$ cat config.mk
export PLATFORM = sky130hd
export DESIGN_NAME = edge_det_multi
export DESIGN_NICKNAME = d
export VERILOG_FILES = /design/src/rtl/edge_det_multi.sv
export SDC_FILE = /design/constraint.sdc
export NUM_CORES = 1
export LEC_CHECK = 0
export CORE_MARGIN = 8
export CORE_UTILIZATION = 30
export CTS_BUF_LIST = sky130_fd_sc_hd__clkbuf_4
export CTS_CLUSTER_SIZE = 8
export DETAILED_ROUTE_END_ITERATION = 8
export PLACE_DENSITY = 0.58
export SLEW_MARGIN = 20
export SYNTH_ARGS = -nofsm -noshare
export SYNTH_HDL_FRONTEND = slang
export SYNTH_SLANG_ARGS = --single-unit
$ cat constraint.sdc
create_clock -name clk -period 7.6 [get_ports clk]
set_clock_uncertainty 0.15 [all_clocks]
set_input_delay 1.52 -clock clk [delete_from_list [all_inputs] [get_ports clk]]
set_output_delay 1.52 -clock clk [all_outputs]
set_load 0.02 [all_outputs]
$ cat src/rtl/edge_det_multi.sv
// edge_det_multi: per-channel synchroniser + debounce filter with one-cycle
// rising/falling edge strobes, mode-qualified events, sticky event flags
// and a shared saturating event counter.
module edge_det_multi #(
    parameter int N_CH        = 4,
    parameter int SYNC_STAGES = 2,
    parameter int DEB_CYCLES  = 4,
    parameter int CNT_W       = 8
) (
    input  logic                clk,
    input  logic                rst_n,
    input  logic [N_CH-1:0]     sig,
    input  logic [2*N_CH-1:0]   mode,
    input  logic [N_CH-1:0]     clr,
    input  logic                cnt_clr,
    output logic [N_CH-1:0]     pe,
    output logic [N_CH-1:0]     ne,
    output logic [N_CH-1:0]     ev,
    output logic [N_CH-1:0]     sticky,
    output logic [CNT_W-1:0]    ev_cnt
);

    // Debounce counter counts 0..DEB_CYCLES-1; at least one bit wide.
    localparam int             DW       = (DEB_CYCLES > 1) ? $clog2(DEB_CYCLES) : 1;
    localparam logic [DW-1:0]  DEB_LAST = DW'(DEB_CYCLES - 1);
    // Sum width wide enough to hold a saturated count plus one batch of events.
    localparam int             SUM_W    = CNT_W + $clog2(N_CH + 1) + 1;
    localparam logic [SUM_W-1:0] CNT_MAX = SUM_W'({CNT_W{1'b1}});

    logic [SYNC_STAGES-1:0] sync_q [N_CH];
    logic [DW-1:0]          deb_q    [N_CH];
    logic [DW-1:0]          deb_next [N_CH];
    logic [N_CH-1:0]        syn;
    logic [N_CH-1:0]        flt;
    logic [N_CH-1:0]        flt_next;
    logic [N_CH-1:0]        pe_next;
    logic [N_CH-1:0]        ne_next;
    logic [N_CH-1:0]        ev_next;
    logic [SUM_W-1:0]       cnt_sum;
    logic [CNT_W-1:0]       cnt_next;

    // Synchroniser chains: raw input enters at bit 0, syn taken from the top flop.
    always_ff @(posedge clk or negedge rst_n) begin
        if (!rst_n) begin
            for (int i = 0; i < N_CH; i++) sync_q[i] <= '0;
        end else begin
            for (int i = 0; i < N_CH; i++)
                sync_q[i] <= {sync_q[i][SYNC_STAGES-2:0], sig[i]};
        end
    end

    // Debounce decision: a differing level must persist DEB_CYCLES samples;
    // any sample matching the filtered level restarts the count.
    always_comb begin
        flt_next = flt;
        pe_next  = '0;
        ne_next  = '0;
        ev_next  = '0;
        syn      = '0;
        for (int i = 0; i < N_CH; i++) begin
            deb_next[i] = deb_q[i];
            syn[i]      = sync_q[i][SYNC_STAGES-1];
            if (syn[i] == flt[i]) begin
                deb_next[i] = '0;
            end else if (deb_q[i] == DEB_LAST) begin
                deb_next[i] = '0;
                flt_next[i] = syn[i];
                pe_next[i]  = syn[i];
                ne_next[i]  = ~syn[i];
            end else begin
                deb_next[i] = deb_q[i] + DW'(1);
            end
            // Mode only qualifies the event, never the edge itself.
            ev_next[i] = (pe_next[i] & mode[2*i]) | (ne_next[i] & mode[2*i+1]);
        end
    end

    // Filtered level, debounce counters and the registered strobes.
    always_ff @(posedge clk or negedge rst_n) begin
        if (!rst_n) begin
            flt <= '0;
            pe  <= '0;
            ne  <= '0;
            ev  <= '0;
            for (int i = 0; i < N_CH; i++) deb_q[i] <= '0;
        end else begin
            flt <= flt_next;
            pe  <= pe_next;
            ne  <= ne_next;
            ev  <= ev_next;
            for (int i = 0; i < N_CH; i++) deb_q[i] <= deb_next[i];
        end
    end

    // Sticky flags: an event in the same cycle as a clear keeps the flag set.
    always_ff @(posedge clk or negedge rst_n) begin
        if (!rst_n) sticky <= '0;
        else        sticky <= (sticky & ~clr) | ev;
    end

    // Next counter value: add this cycle's events, clamp at all-ones,
    // cnt_clr wins and drops the events of that cycle.
    always_comb begin
        cnt_sum  = SUM_W'(ev_cnt) + SUM_W'($countones(ev));
        cnt_next = ev_cnt;
        if (cnt_clr)                cnt_next = '0;
        else if (cnt_sum > CNT_MAX) cnt_next = {CNT_W{1'b1}};
        else                        cnt_next = cnt_sum[CNT_W-1:0];
    end

    // Shared event counter register.
    always_ff @(posedge clk or negedge rst_n) begin
        if (!rst_n) ev_cnt <= '0;
        else        ev_cnt <= cnt_next;
    end

endmodule
==> results of run 1 <==
## cell type report
class                   count  area [sq um]  area share
multi-input cells          73         578.1      0.2495
inverters                  14         52.55     0.02268
flip-flops and latches     44          1101      0.4752
clock inverters             2         35.03     0.01512
repair buffers             42         415.4      0.1793
clock buffers               6         45.04     0.01944
well taps                  72         90.09     0.03888
## layer usage
layer,global-route usage,routed length (microns),part of all wire,vias up
li1,-,-,-,551
met1,0.1020,1479,0.43,561
met2,0.1418,1689,0.49,32
met3,0.04727,272,0.078,4
met4,0.02013,23,0.0066,0
met5,0,0,0,-
## power groups by stage
stage / Clock, uW / Combinational [uW] / Sequential [uW]
4_1_cts: 151 / 110 / 295
6_report: 145 / 108 / 294
2_1_floorplan: 0 / 57.2 / 306
3_3_place_gp: 0 / 105 / 298
5_1_grt: 163 / 127 / 300
3_5_place_dp: 0 / 110 / 300
## sequential cells by signal (all words and copies together), names as in the netlist
register  count
sticky        4
sync_q        4
ne            4
deb_q         8
pe            4
syn           4
flt           4
ev_cnt        8
ev            4
## through the flow
stage / cells / utilization / setup WS (ns) / total power (uW)
global route: 253 / 0.4157 / 4.334 / 589.4
global placement: 245 / 0.4013 / 4.830 / 403.0
finish: 253 / 0.4157 / 4.416 / 547.5
detailed placement: 245 / 0.4013 / 4.801 / 409.9
CTS: 253 / 0.4157 / 4.383 / 556.7
floorplan: 133 / - / 4.991 / 363.1
## cell families after synthesis
group | count (synthesis) | synth area share
xor+xnor | 5 | 0.02512
fa+ha+maj | 8 | 0.07035
simple gates | 34 | 0.1199
compound gates | 24 | 0.1034
buf+inv | 16 | 0.03661
mux | 2 | 0.01292
flops | 44 | 0.6317
## Yosys cell counts
| cell type | count | area share |
|---|---|---|
| dfrtp_1 | 44 | 0.63 |
| inv_1 | 14 | 0.030 |
| ha_1 | 5 | 0.036 |
| nand2_1 | 5 | 0.011 |
| nor2_1 | 5 | 0.011 |
| nor3_1 | 5 | 0.014 |
| o21ai_0 | 5 | 0.014 |
| a21oi_1 | 4 | 0.011 |
| a22o_1 | 4 | 0.020 |
| and3b_1 | 4 | 0.020 |
| nor2b_1 | 4 | 0.014 |
| xnor2_1 | 4 | 0.020 |
| a21o_1 | 3 | 0.013 |
| fa_1 | 3 | 0.034 |
| nor3b_1 | 3 | 0.013 |
| a211oi_1 | 2 | 0.0086 |
| and4_4 | 2 | 0.013 |
| mux2_2 | 2 | 0.013 |
| a2111oi_0 | 1 | 0.0050 |
| a21boi_2 | 1 | 0.0065 |
| a221oi_1 | 1 | 0.0050 |
| a221oi_2 | 1 | 0.0086 |
| a31oi_1 | 1 | 0.0036 |
| and2_1 | 1 | 0.0036 |
| and3_2 | 1 | 0.0043 |
| and4_2 | 1 | 0.0057 |
| buf_1 | 1 | 0.0022 |
| buf_4 | 1 | 0.0043 |
| nand2b_1 | 1 | 0.0036 |
| nand3_1 | 1 | 0.0029 |
| nand4_1 | 1 | 0.0036 |
| o211ai_2 | 1 | 0.0072 |
| xor2_1 | 1 | 0.0050 |
## how the worst min path moves through the flow
stage	start	to	slack, ns	cells past startpoint
floorplan	sync_q[6]	syn[0]	0.18	0
global placement	sync_q[4]	syn[1]	0.18	0
detailed placement	sync_q[0]	syn[3]	0.19	0
CTS	sync_q[0]	syn[3]	0.21	0
global route	sync_q[4]	syn[1]	0.23	0
finish	sync_q[0]	syn[3]	0.21	0
==> results.json, run 1 <==
{
  "status": "finished clean",
  "timing.rr.start": "ev[0]",
  "gr-total-overflow": 0,
  "tightest_slew_ns": 0.9587,
  "io_buffers": 42,
  "num_rows": 27,
  "slew_headroom": 0.3608,
  "drtIter0Drc": 44,
  "post-route-period-util": 0.4190,
  "hold_slack_ns": 0.2110,
  "antenna_found_initial": 0,
  "cpMaxStageDelayCell": "clkdlybuf4s50_1",
  "total_leakage_power_uw": 0.001065,
  "critPathMaxStageDelay_ns": 0.66,
  "r2r_setup_slack_ns": 4.84,
  "hold_class": "register to register",
  "clock-root-buffer": "clkbuf_4",
  "ir_worst_vdd_v": 0.00009863,
  "place_area_sq_um": 2237,
  "comb_power_share": 0.197,
  "clkLatencyLatePin_ns": 0.35,
  "critPathLaunch": "ev_cnt[2]",
  "start_kind": "register",
  "die_h_microns": 92.22,
  "clock-sinks": 44,
  "swShare": 0.2639,
  "final_cell_mix": "dfrtp_1 (44), clkdlybuf4s50_1 (41), inv_1 (14)",
  "pwr-share-clk": 0.265,
  "worstPathRequired_ns": 5.93,
  "design.die.area_sq_um": 8505,
  "drive_above_1_share": 0.09945,
  "yosysWarnings": 0,
  "end_kind": "output port",
  "cts_tree": "done",
  "dp_hpwl_mm": 2.585,
  "cp_num_buf_inv": 1,
  "ctsHoldBuffers": 0,
  "area.growth.synth_to_final_pct": 32.95,
  "cts_setup_buffers": 0,
  "worst_path_dominant_cell_family": "buffers and inverters",
  "synth_seq_area_share": 0.6317,
  "finalSetupTns_ns": 0,
  "ys_types": 33,
  "synth_area_sq_um": 1743,
  "first_global_vias": 1306,
  "htree_levels": 2,
  "diodes": 0,
  "seq_power_share": 0.538,
  "rsz0062_at_grt": "no",
  "vias": 1148,
  "die_x_microns": 92.22,
  "setup_viol": 0,
  "clockBufferDepth": 2,
  "final_common_cell": "dfrtp_1",
  "crit_chain": "clkdlybuf4s50_1",
  "cts-resized-gates": 0,
  "final_cell_area_sq_um": 2317,
  "synthCells": 133,
  "p_sw_uw": 144.5,
  "num-fill-cells": 544,
  "hold_violations": 0,
  "grt_pass1_wl_mm": 6.113,
  "wl_mm": 3.465,
  "ios": 43,
  "grt_max_degree": 45,
  "gp_congestion": 0.7847,
  "syn_area_per_cell_sq_um": 13.10,
  "crit_arrival_ns": 1.51,
  "synth-seq-cells": 44,
  "slew_violations": 0,
  "period_needed_ns": 3.184,
  "drtAntennaViolNets": 0,
  "p_int_uw": 403.0,
  "cp-endpoint": "ev_cnt[2]",
  "path_class": "register to output port",
  "start_util": 0.3127,
  "clock.fmax_mhz": 314.0,
  "crit_cells": 1,
  "powerDensity_nw_per_um2": 236.3,
  "coreArea_sq_um": 5574,
  "worstReg2RegEnd": "ev_cnt[5]",
  "wl_per_cell_microns": 13.70,
  "viasPerCell": 4.538,
  "crit_fanout": 9,
  "nets": 207,
  "cap_violations": 0,
  "numCtsBuffers": 5,
  "syn_nets": 160,
  "grt_usage": 0.08858,
  "r2r_cells": 8,
  "drc": 0,
  "clkTransAtPathRegs_ns": 0.12,
  "first_pass_iters": 4
}
No activity file was read; power rests on OpenSTA's default activity.
==> run 2: changes to the inputs <==
--- a/config.mk
+++ b/config.mk
@@ -10,7 +10,7 @@
 export CTS_BUF_LIST = sky130_fd_sc_hd__clkbuf_4
 export CTS_CLUSTER_SIZE = 8
 export DETAILED_ROUTE_END_ITERATION = 8
-export PLACE_DENSITY = 0.58
+export PLACE_DENSITY = 0.6
 export SLEW_MARGIN = 20
 export SYNTH_ARGS = -nofsm -noshare
 export SYNTH_HDL_FRONTEND = slang
==> constraint.sdc (replaced) <==
create_clock -name clk -period 2.8 [get_ports clk]
set_clock_uncertainty 0.15 [all_clocks]
set_input_delay 0.56 -clock clk [delete_from_list [all_inputs] [get_ports clk]]
set_output_delay 0.56 -clock clk [all_outputs]
set_load 0.02 [all_outputs]
==> results.json, run 2 (synthesis gave the netlist of run 1 again) <==
{
  "status": "finished clean",
  "slew_violations": 0,
  "min_path_cells": 0,
  "grt_max_degree": 35,
  "r2r_cells": 8,
  "finalSetupTns_ns": 0,
  "worstReg2RegEnd": "ev_cnt[5]",
  "io_buffers": 42,
  "clkLatencyLatePin_ns": 0.34,
  "viasPerCell": 4.482,
  "clock-root-buffer": "clkbuf_4",
  "final_cell_area_sq_um": 2312,
  "cts-resized-gates": 0,
  "min_to": "syn[3]",
  "crit_fanout": 5,
  "die_x_microns": 92.22,
  "drtAntennaViolNets": 0,
  "post-route-period-util": 0.8921,
  "period_needed_ns": 2.498,
  "wl_per_cell_microns": 13.13,
  "ios": 43,
  "drive_above_1_share": 0.1038,
  "total_leakage_power_uw": 0.001065,
  "powerDensity_nw_per_um2": 597.6,
  "tightest_slew_ns": 0.4302,
  "clock.fmax_mhz": 400.4,
  "clockBufferDepth": 2,
  "area.growth.synth_to_final_pct": 32.66,
  "num_rows": 27,
  "ir_worst_vdd_v": 0.0002991,
  "antenna_found_initial": 0,
  "gr-total-overflow": 0,
  "drc": 0,
  "drtIter0Drc": 50,
  "timing.rr.start": "ev[0]",
  "setup_viol": 0,
  "coreArea_sq_um": 5574,
  "hold_class": "register to register",
  "place_area_sq_um": 2252,
  "cts_setup_buffers": 0,
  "grt_pass1_wl_mm": 6.065,
  "gp_congestion": 0.7393,
  "cts_tree": "done",
  "clock-sinks": 44,
  "clkTransAtPathRegs_ns": 0.12,
  "post-route-util": 0.4148,
  "final_cell_mix": "dfrtp_1 (44), clkdlybuf4s50_1 (41), inv_1 (14)",
  "htree_levels": 2,
  "worstPathRequired_ns": 2.88,
  "nets": 210,
  "cap_violations": 0,
  "vias": 1143,
  "start_kind": "register",
  "first_pass_iters": 4,
  "grt_usage": 0.08764,
  "rsz0062_at_grt": "no",
  "r2r_setup_slack_ns": 0.30,
  "final_common_cell": "dfrtp_1",
  "die_h_microns": 92.22,
  "crit_arrival_ns": 2.57,
  "design.die.area_sq_um": 8505,
  "diodes": 0,
  "start_util": 0.3127,
  "top_regs": "deb_q: 8 flops, ev_cnt: 8 flops",
  "hold_violations": 0,
  "slew_headroom": 0.7132,
  "min-delay-start": "sync_q[0]",
  "wl_mm": 3.349,
  "path_class": "register to register",
  "first_global_vias": 1270,
  "end_kind": "register",
  "dp_hpwl_mm": 2.541,
  "numCtsBuffers": 5
}
[run 2: changes by cell type in the layout (fill, tap and decap cells not counted)]
cell | previous run | this run
buf_4 | 0 | 2
bufinv_16 | 1 | 0
dlygate4sd3_1 | 0 | 1
[run 2: worst max-delay path, stage by stage (launching register included)]
cell	delay [ns]
dfrtp_1	0.43
fa_1	0.47
inv_1	0.08
fa_1	0.20
inv_1	0.06
fa_1	0.37
and4_4	0.18
a2111oi_0	0.37
a211oi_1	0.09
[run 2: worst max-delay path by stage]
stage               startpoint   endpoint  slack, ns  depth (start not counted)
floorplan                ev[0]  ev_cnt[5]       0.19                          8
global placement         ev[0]  ev_cnt[5]       0.32                          8
detailed placement       ev[0]  ev_cnt[5]       0.26                          8
CTS                      ev[0]  ev_cnt[5]       0.27                          8
global route             ev[0]  ev_cnt[5]       0.12                          8
finish                   ev[0]  ev_cnt[5]       0.30                          8
[run 2: report_power, final]
group	total, uW	leakage [uW]	internal, uW	switching [uW]
Clock	286	0.0000315	102	183
Combinational	297	0.000454	162	135
Sequential	799	0.000579	737	61.7
[run 2: per-layer routing]
metal / share of wire / global-route usage
met1: 0.44 / 0.1077
met2: 0.45 / 0.1305
met3: 0.093 / 0.04401
met4: 0.012 / 0.02819
met5: 0 / 0
[run 2: cell type report]
cell class                 count  area, sq um
fill                         521         3262
sequential                    44         1101
multi-input combinational     73        578.1
timing repair buffer          45        440.4
tap                           72        90.09
inverter                      14        52.55
clock buffer                   6        45.04
clock inverter                 1        5.005
[run 2: what timing repair did]
item	CTS	global route
hold buffers	1	0
endpoints found under the hold margin	10	0
endpoints found under the setup margin	0	0
[run 2: through the flow]
step	std cells	setup slack (ns)	hold slack [ns]	total power [uW]
3_5_place_dp	247	0.2616	0.1847	1115
2_1_floorplan	133	0.1914	0.1144	985.5
5_1_grt	255	0.1242	0.2204	1498
3_3_place_gp	247	0.3157	0.1837	1104
4_1_cts	255	0.2745	0.2117	1411
6_report	255	0.3022	0.2098	1382
